`src/rtl/writeback_queue.sv`:
```
// writeback_queue
//   Write-side initiator for the 32x32 register file. Collects register-write
//   requests from the ALU and load paths, queues them in a circular buffer,
//   and drains one entry per clock onto the RF write port. Queued entries are
//   also searched so the decode-stage read ports can forward pending writes.
//
// Ports
//   clk, rst                 clock; asynchronous active-high reset
//   alu_valid/reg/data       ALU write request (younger of the two sources)
//   mem_valid/reg/data       load write request (older of the two sources)
//   ready                    queue has room for two pushes this cycle
//   RegWrite/WriteRegister/
//   WriteData                RF write port, driven directly from the head entry
//   ReadRegister1/2          decode read indices, snooped for forwarding
//   fwd1_hit/fwd1_data,
//   fwd2_hit/fwd2_data       youngest queued value for each read index
//   count                    number of occupied entries
module writeback_queue #(
  parameter int unsigned DEPTH  = 4,
  parameter int unsigned DATA_W = 32,
  parameter int unsigned ADDR_W = 5
) (
  input  logic                     clk,
  input  logic                     rst,
  input  logic                     alu_valid,
  input  logic [ADDR_W-1:0]        alu_reg,
  input  logic [DATA_W-1:0]        alu_data,
  input  logic                     mem_valid,
  input  logic [ADDR_W-1:0]        mem_reg,
  input  logic [DATA_W-1:0]        mem_data,
  output logic                     ready,
  output logic                     RegWrite,
  output logic [ADDR_W-1:0]        WriteRegister,
  output logic [DATA_W-1:0]        WriteData,
  input  logic [ADDR_W-1:0]        ReadRegister1,
  input  logic [ADDR_W-1:0]        ReadRegister2,
  output logic                     fwd1_hit,
  output logic [DATA_W-1:0]        fwd1_data,
  output logic                     fwd2_hit,
  output logic [DATA_W-1:0]        fwd2_data,
  output logic [$clog2(DEPTH):0]   count
);

  localparam int unsigned PTR_W = (DEPTH > 1) ? $clog2(DEPTH) : 1;
  localparam int unsigned CNT_W = $clog2(DEPTH) + 1;

  // Entry storage; contents are don't-care after reset, so no reset here.
  logic [ADDR_W-1:0] wreg_q  [DEPTH];
  logic [DATA_W-1:0] wdata_q [DEPTH];

  logic [PTR_W-1:0]  head_q, head_d;
  logic [PTR_W-1:0]  tail_q, tail_d;
  logic [CNT_W-1:0]  count_q, count_d;

  logic              mem_push;
  logic              alu_push;
  logic [1:0]        n_push;
  logic              pop;
  logic [PTR_W-1:0]  alu_idx;

  // ready looks only at the registered count so it never forms a loop with
  // the request sources.
  assign ready = (count_q <= CNT_W'(DEPTH - 2));

  // Writes to $0 are dropped here and never take an entry.
  assign mem_push = ready && mem_valid && (mem_reg != '0);
  assign alu_push = ready && alu_valid && (alu_reg != '0);
  assign n_push   = {1'b0, mem_push} + {1'b0, alu_push};
  assign pop      = (count_q != '0);

  // mem is the older instruction, so it takes the tail slot; alu follows it
  // (or takes tail itself when mem does not push).
  assign alu_idx  = tail_q + PTR_W'(mem_push);

  always_comb begin
    head_d  = head_q + PTR_W'(pop);
    tail_d  = tail_q + PTR_W'(n_push);
    count_d = count_q + CNT_W'(n_push) - CNT_W'(pop);
  end

  always_ff @(posedge clk or posedge rst) begin
    if (rst) begin
      head_q  <= '0;
      tail_q  <= '0;
      count_q <= '0;
    end else begin
      head_q  <= head_d;
      tail_q  <= tail_d;
      count_q <= count_d;
    end
  end

  always_ff @(posedge clk) begin
    if (mem_push) begin
      wreg_q[tail_q]  <= mem_reg;
      wdata_q[tail_q] <= mem_data;
    end
    if (alu_push) begin
      wreg_q[alu_idx]  <= alu_reg;
      wdata_q[alu_idx] <= alu_data;
    end
  end

  // Head entry drives the RF port directly; the RF captures it on the same
  // edge that pops it.
  assign RegWrite      = pop;
  assign WriteRegister = wreg_q[head_q];
  assign WriteData     = wdata_q[head_q];
  assign count         = count_q;

  // Walk occupied entries oldest to youngest; later matches overwrite earlier
  // ones, so the result is the youngest match. Data stays zero on a miss.
  always_comb begin
    logic [PTR_W-1:0] idx;
    idx       = '0;
    fwd1_hit  = 1'b0;
    fwd1_data = '0;
    fwd2_hit  = 1'b0;
    fwd2_data = '0;
    for (int unsigned i = 0; i < DEPTH; i++) begin
      idx = head_q + PTR_W'(i);
      if (CNT_W'(i) < count_q) begin
        if ((ReadRegister1 != '0) && (wreg_q[idx] == ReadRegister1)) begin
          fwd1_hit  = 1'b1;
          fwd1_data = wdata_q[idx];
        end
        if ((ReadRegister2 != '0) && (wreg_q[idx] == ReadRegister2)) begin
          fwd2_hit  = 1'b1;
          fwd2_data = wdata_q[idx];
        end
      end
    end
  end

endmodule

```
`config.mk`:
```
export PLATFORM = sky130hd
export DESIGN_NAME = writeback_queue
export DESIGN_NICKNAME = d
export VERILOG_FILES = /design/src/rtl/writeback_queue.sv
export SDC_FILE = /design/constraint.sdc
export NUM_CORES = 1
export LEC_CHECK = 0
export ABC_CLOCK_PERIOD_IN_PS = 5400
export BUFFER_PORTS_ARGS = -buffer_cell sky130_fd_sc_hd__buf_4
export CAP_MARGIN = 20
export CORE_ASPECT_RATIO = 1.1
export CORE_MARGIN = 2
export CORE_UTILIZATION = 40
export CTS_BUF_LIST = sky130_fd_sc_hd__clkbuf_4
export DETAILED_ROUTE_END_ITERATION = 6
export PLACE_DENSITY = 0.71
export SYNTH_ARGS = -nofsm -noshare
export SYNTH_HDL_FRONTEND = slang
export SYNTH_SLANG_ARGS = --single-unit
```
`constraint.sdc`:
```
create_clock -name clk -period 5.4 [get_ports clk]
set_input_delay 0.27 -clock clk [delete_from_list [all_inputs] [get_ports clk]]
set_output_delay 0.27 -clock clk [all_outputs]
set_load 0.02 [all_outputs]
```
==> results.sh <==
export IMPL_final_cell_area_um2=16180
export IMPL_cts_htree_levels=4
export IMPL_setup_worst_path_start_class="flip-flop"
export IMPL_fin_crit_ps=4934
export IMPL_synthArstFlopShare_pct=4.516
export IMPL_finalHoldViolations=0
export IMPL_worstHoldPathType="input port to flip-flop"
export IMPL_avgRoutedWirePerCell_um=23.82
export IMPL_seq_area_um2=4627
export IMPL_path_buf_inv=3
export IMPL_cpMostUsedCell="buf_4"
export IMPL_avgSynthCellArea_um2=11.20
export IMPL_vias=11670
export IMPL_fp_dieW_um=176.1
export IMPL_critPathKind="flip-flop to output port"
export IMPL_synth_warning_count=0
export IMPL_clk_pin_slew_worst_paths_ps=140
export IMPL_clk_latency_ps=600
export IMPL_grt_pass1_vias=11560
export IMPL_firstDrtPassIters=7
export IMPL_max_freq_mhz=202.7
export IMPL_outcome="finished with violations"
export IMPL_whs_ps=26.30
export IMPL_maxSlewHeadroom_pct=28.12
export IMPL_cpPeakStageDelay_ps=1050
export IMPL_fp_dieH_um=193.3
export IMPL_post_cts_buffers=0
export IMPL_fin_tns_setup_ps=0
export IMPL_cts_buffers=17
export IMPL_rsz0062_at_grt="false"
export IMPL_critical_path_cell_chain="inv_2, a21oi_1, a31oi_4, buf_4, or3_2, a2111oi_0, a311oi_1, buf_4"
export IMPL_post_drt_via_cell_ratio=6.381
export IMPL_synth_main_ff_cell="edfxtp_1"
export IMPL_period_share_pct=91.37
export IMPL_post_dp_cell_area_um2=14810
export IMPL_drive_gt1_share_pct=40.50
export IMPL_nFillCells=2840
export IMPL_final_cell_mix="buf_4, mux2_2, edfxtp_1, dlygate4sd3_1, mux4_2"
export IMPL_fin_cells=1828
export IMPL_violations="design-rule violations"
export IMPL_coreArea_um2=32200
export IMPL_arrival_ps=4660
export IMPL_start_util_pct=40.47
export IMPL_pre_cts_ws_ps=1177
export IMPL_report_final_slew_viol_count=0
export IMPL_dieArea_um2=34040
export IMPL_setup_viol=0
export IMPL_area_growth_pct=24.14
export IMPL_setup_slack_ps=466.2
export IMPL_tightest_slew_ps=1074
export IMPL_drc=3
export IMPL_drt_iter0_drc=1270
export IMPL_power_leakage_nw=5.592
export IMPL_dp_cells=1688
export IMPL_synth_nets=1259
export IMPL_clock_sinks=155
export IMPL_multi_input_area_um2=7926
export IMPL_totalWireLength_um=43540
export IMPL_synth_edf_count=148
export IMPL_utilization_pct=50.24
export IMPL_overflow=0
export IMPL_crit_required_ps=5130
export IMPL_pin_count=196
export IMPL_crit_family="flip-flops"
export IMPL_grt_max_degree=81
export IMPL_vdd_drop_max_v=0.0002484
export IMPL_yosysUniqueCellTypes=50
export IMPL_path_max_fanout=80
export IMPL_powerDensity_nw_per_um2=564.1
export IMPL_hpwlAfterDp_um=28740
export IMPL_seq_area_frac_synth_pct=35.45
export IMPL_grt_use_total_pct=25.15
export IMPL_grt_pass1_wl_um=66430
export IMPL_fin_nets=1484
export IMPL_final_common_cell="buf_4"
export IMPL_cts_resized=0
export IMPL_synthesis_area_um2=13030
export IMPL_cts_tree="yes"
export IMPL_place_gp_congestion=0.8682
export IMPL_ys_ff_latch=155
export IMPL_maxCapViolations=0
export IMPL_io_buffers=195
export IMPL_rows=69
export IMPL_clock_skew_ps=19.72
export IMPL_synth_cells=1163
export IMPL_report_power_total_mw=9.126
export IMPL_antenna_found_initial=3
export IMPL_cp_end_kind="output port"
export IMPL_slowest_stage="dfrtp_4"
export IMPL_cts_buffer_depth=2
export IMPL_drtAntennaViolNets=0
export IMPL_clock_root_buffer="clkbuf_4"
==> cells in the mapped netlist (6+ instances only) <==
| cell | instances | area, µm² |
|---|---|---|
| nor4_1 | 33 | 206.5 |
| o21ai_0 | 34 | 170.2 |
| a311oi_1 | 33 | 289.0 |
| buf_6 | 7 | 78.83 |
| o21ai_1 | 63 | 315.3 |
| a21oi_1 | 34 | 170.2 |
| mux4_2 | 83 | 1869 |
| buf_2 | 35 | 175.2 |
| xor2_1 | 10 | 87.58 |
| inv_1 | 13 | 48.80 |
| dfrtp_1 | 7 | 175.2 |
| xnor2_1 | 32 | 280.3 |
| a31oi_1 | 32 | 200.2 |
| and2_1 | 6 | 37.54 |
| a211oi_1 | 34 | 255.2 |
| ha_1 | 7 | 87.58 |
| nor3_2 | 31 | 310.3 |
| nand2_1 | 68 | 255.2 |
| mux2_1 | 8 | 90.09 |
| clkbuf_1 | 68 | 255.2 |
| edfxtp_1 | 148 | 4444 |
| mux2i_1 | 41 | 410.4 |
| nor3_1 | 34 | 170.2 |
| nor2_1 | 71 | 266.5 |
| buf_1 | 8 | 30.03 |
| mux2_2 | 174 | 1959 |
==> metal layers <==
metal / up-vias / wire [µm] / GRT usage, %
li1: 5039 / - / -
met3: 169 / 3720 / 4.953
met5: - / 13 / 0
met4: 2 / 2130 / 13.56
met2: 734 / 21100 / 41.51
met1: 5721 / 16580 / 30.95
==> state kept, by name (all words and copies together), names as in the netlist <==
signal,count
head_q,2
tail_q,2
wdata_q,128
count,3
wreg_q,20
==> cell families (layout without fill, tap and decap cells) <==
logic type / count (synthesis) / count (layout) / share of synthesized area (%)
xor+xnor: 42 / 42 / 2.823
simple gates: 272 / 272 / 11.25
mux: 306 / 306 / 33.22
fa+ha+maj: 8 / 8 / 0.8257
flops: 155 / 155 / 35.45
compound gates: 244 / 244 / 11.63
buf+inv: 136 / 373 / 4.801
other cells: 0 / 2 / 0
==> final timing paths <==
path | slack, ps | endpoint | from | cells past startpoint
setup / recovery | 470 | fwd2_data[31] | head_q[1] | 8
hold / removal | 30 | wreg_q[2][4] | alu_reg[4] | 2
setup reg to reg | 1070 | wdata_q[3][5] | count[2] | 10
hold reg to reg | 600 | count[0] | count[0] | 1
max in group asynchronous | 4970 | head_q[0] | rst | 3
min in group asynchronous | 160 | head_q[1] | rst | 3
==> power breakdown <==
| group | switching (mW) | internal [mW] | total, mW |
|---|---|---|---|
| registers | 0.388 | 1.76 | 2.14 |
| clock network | 0.440 | 0.318 | 0.758 |
| logic | 3.62 | 2.60 | 6.22 |
==> cell type report <==
class	count	share of cell area, %
inverters	13	0.3016
diodes	2	0.03094
flip-flops and latches	155	28.60
repair buffers	329	17.00
multi-input cells	872	49.00
clock buffers	18	0.8353
well taps	426	3.295
clock inverters	13	0.9359
==> timing repair <==
action | in CTS | in global routing
hold buffers | 107 | 0
hold endpoints to repair | 148 | 0
setup endpoints to repair | 0 | 0
Power figures use the tool's default switching activity.
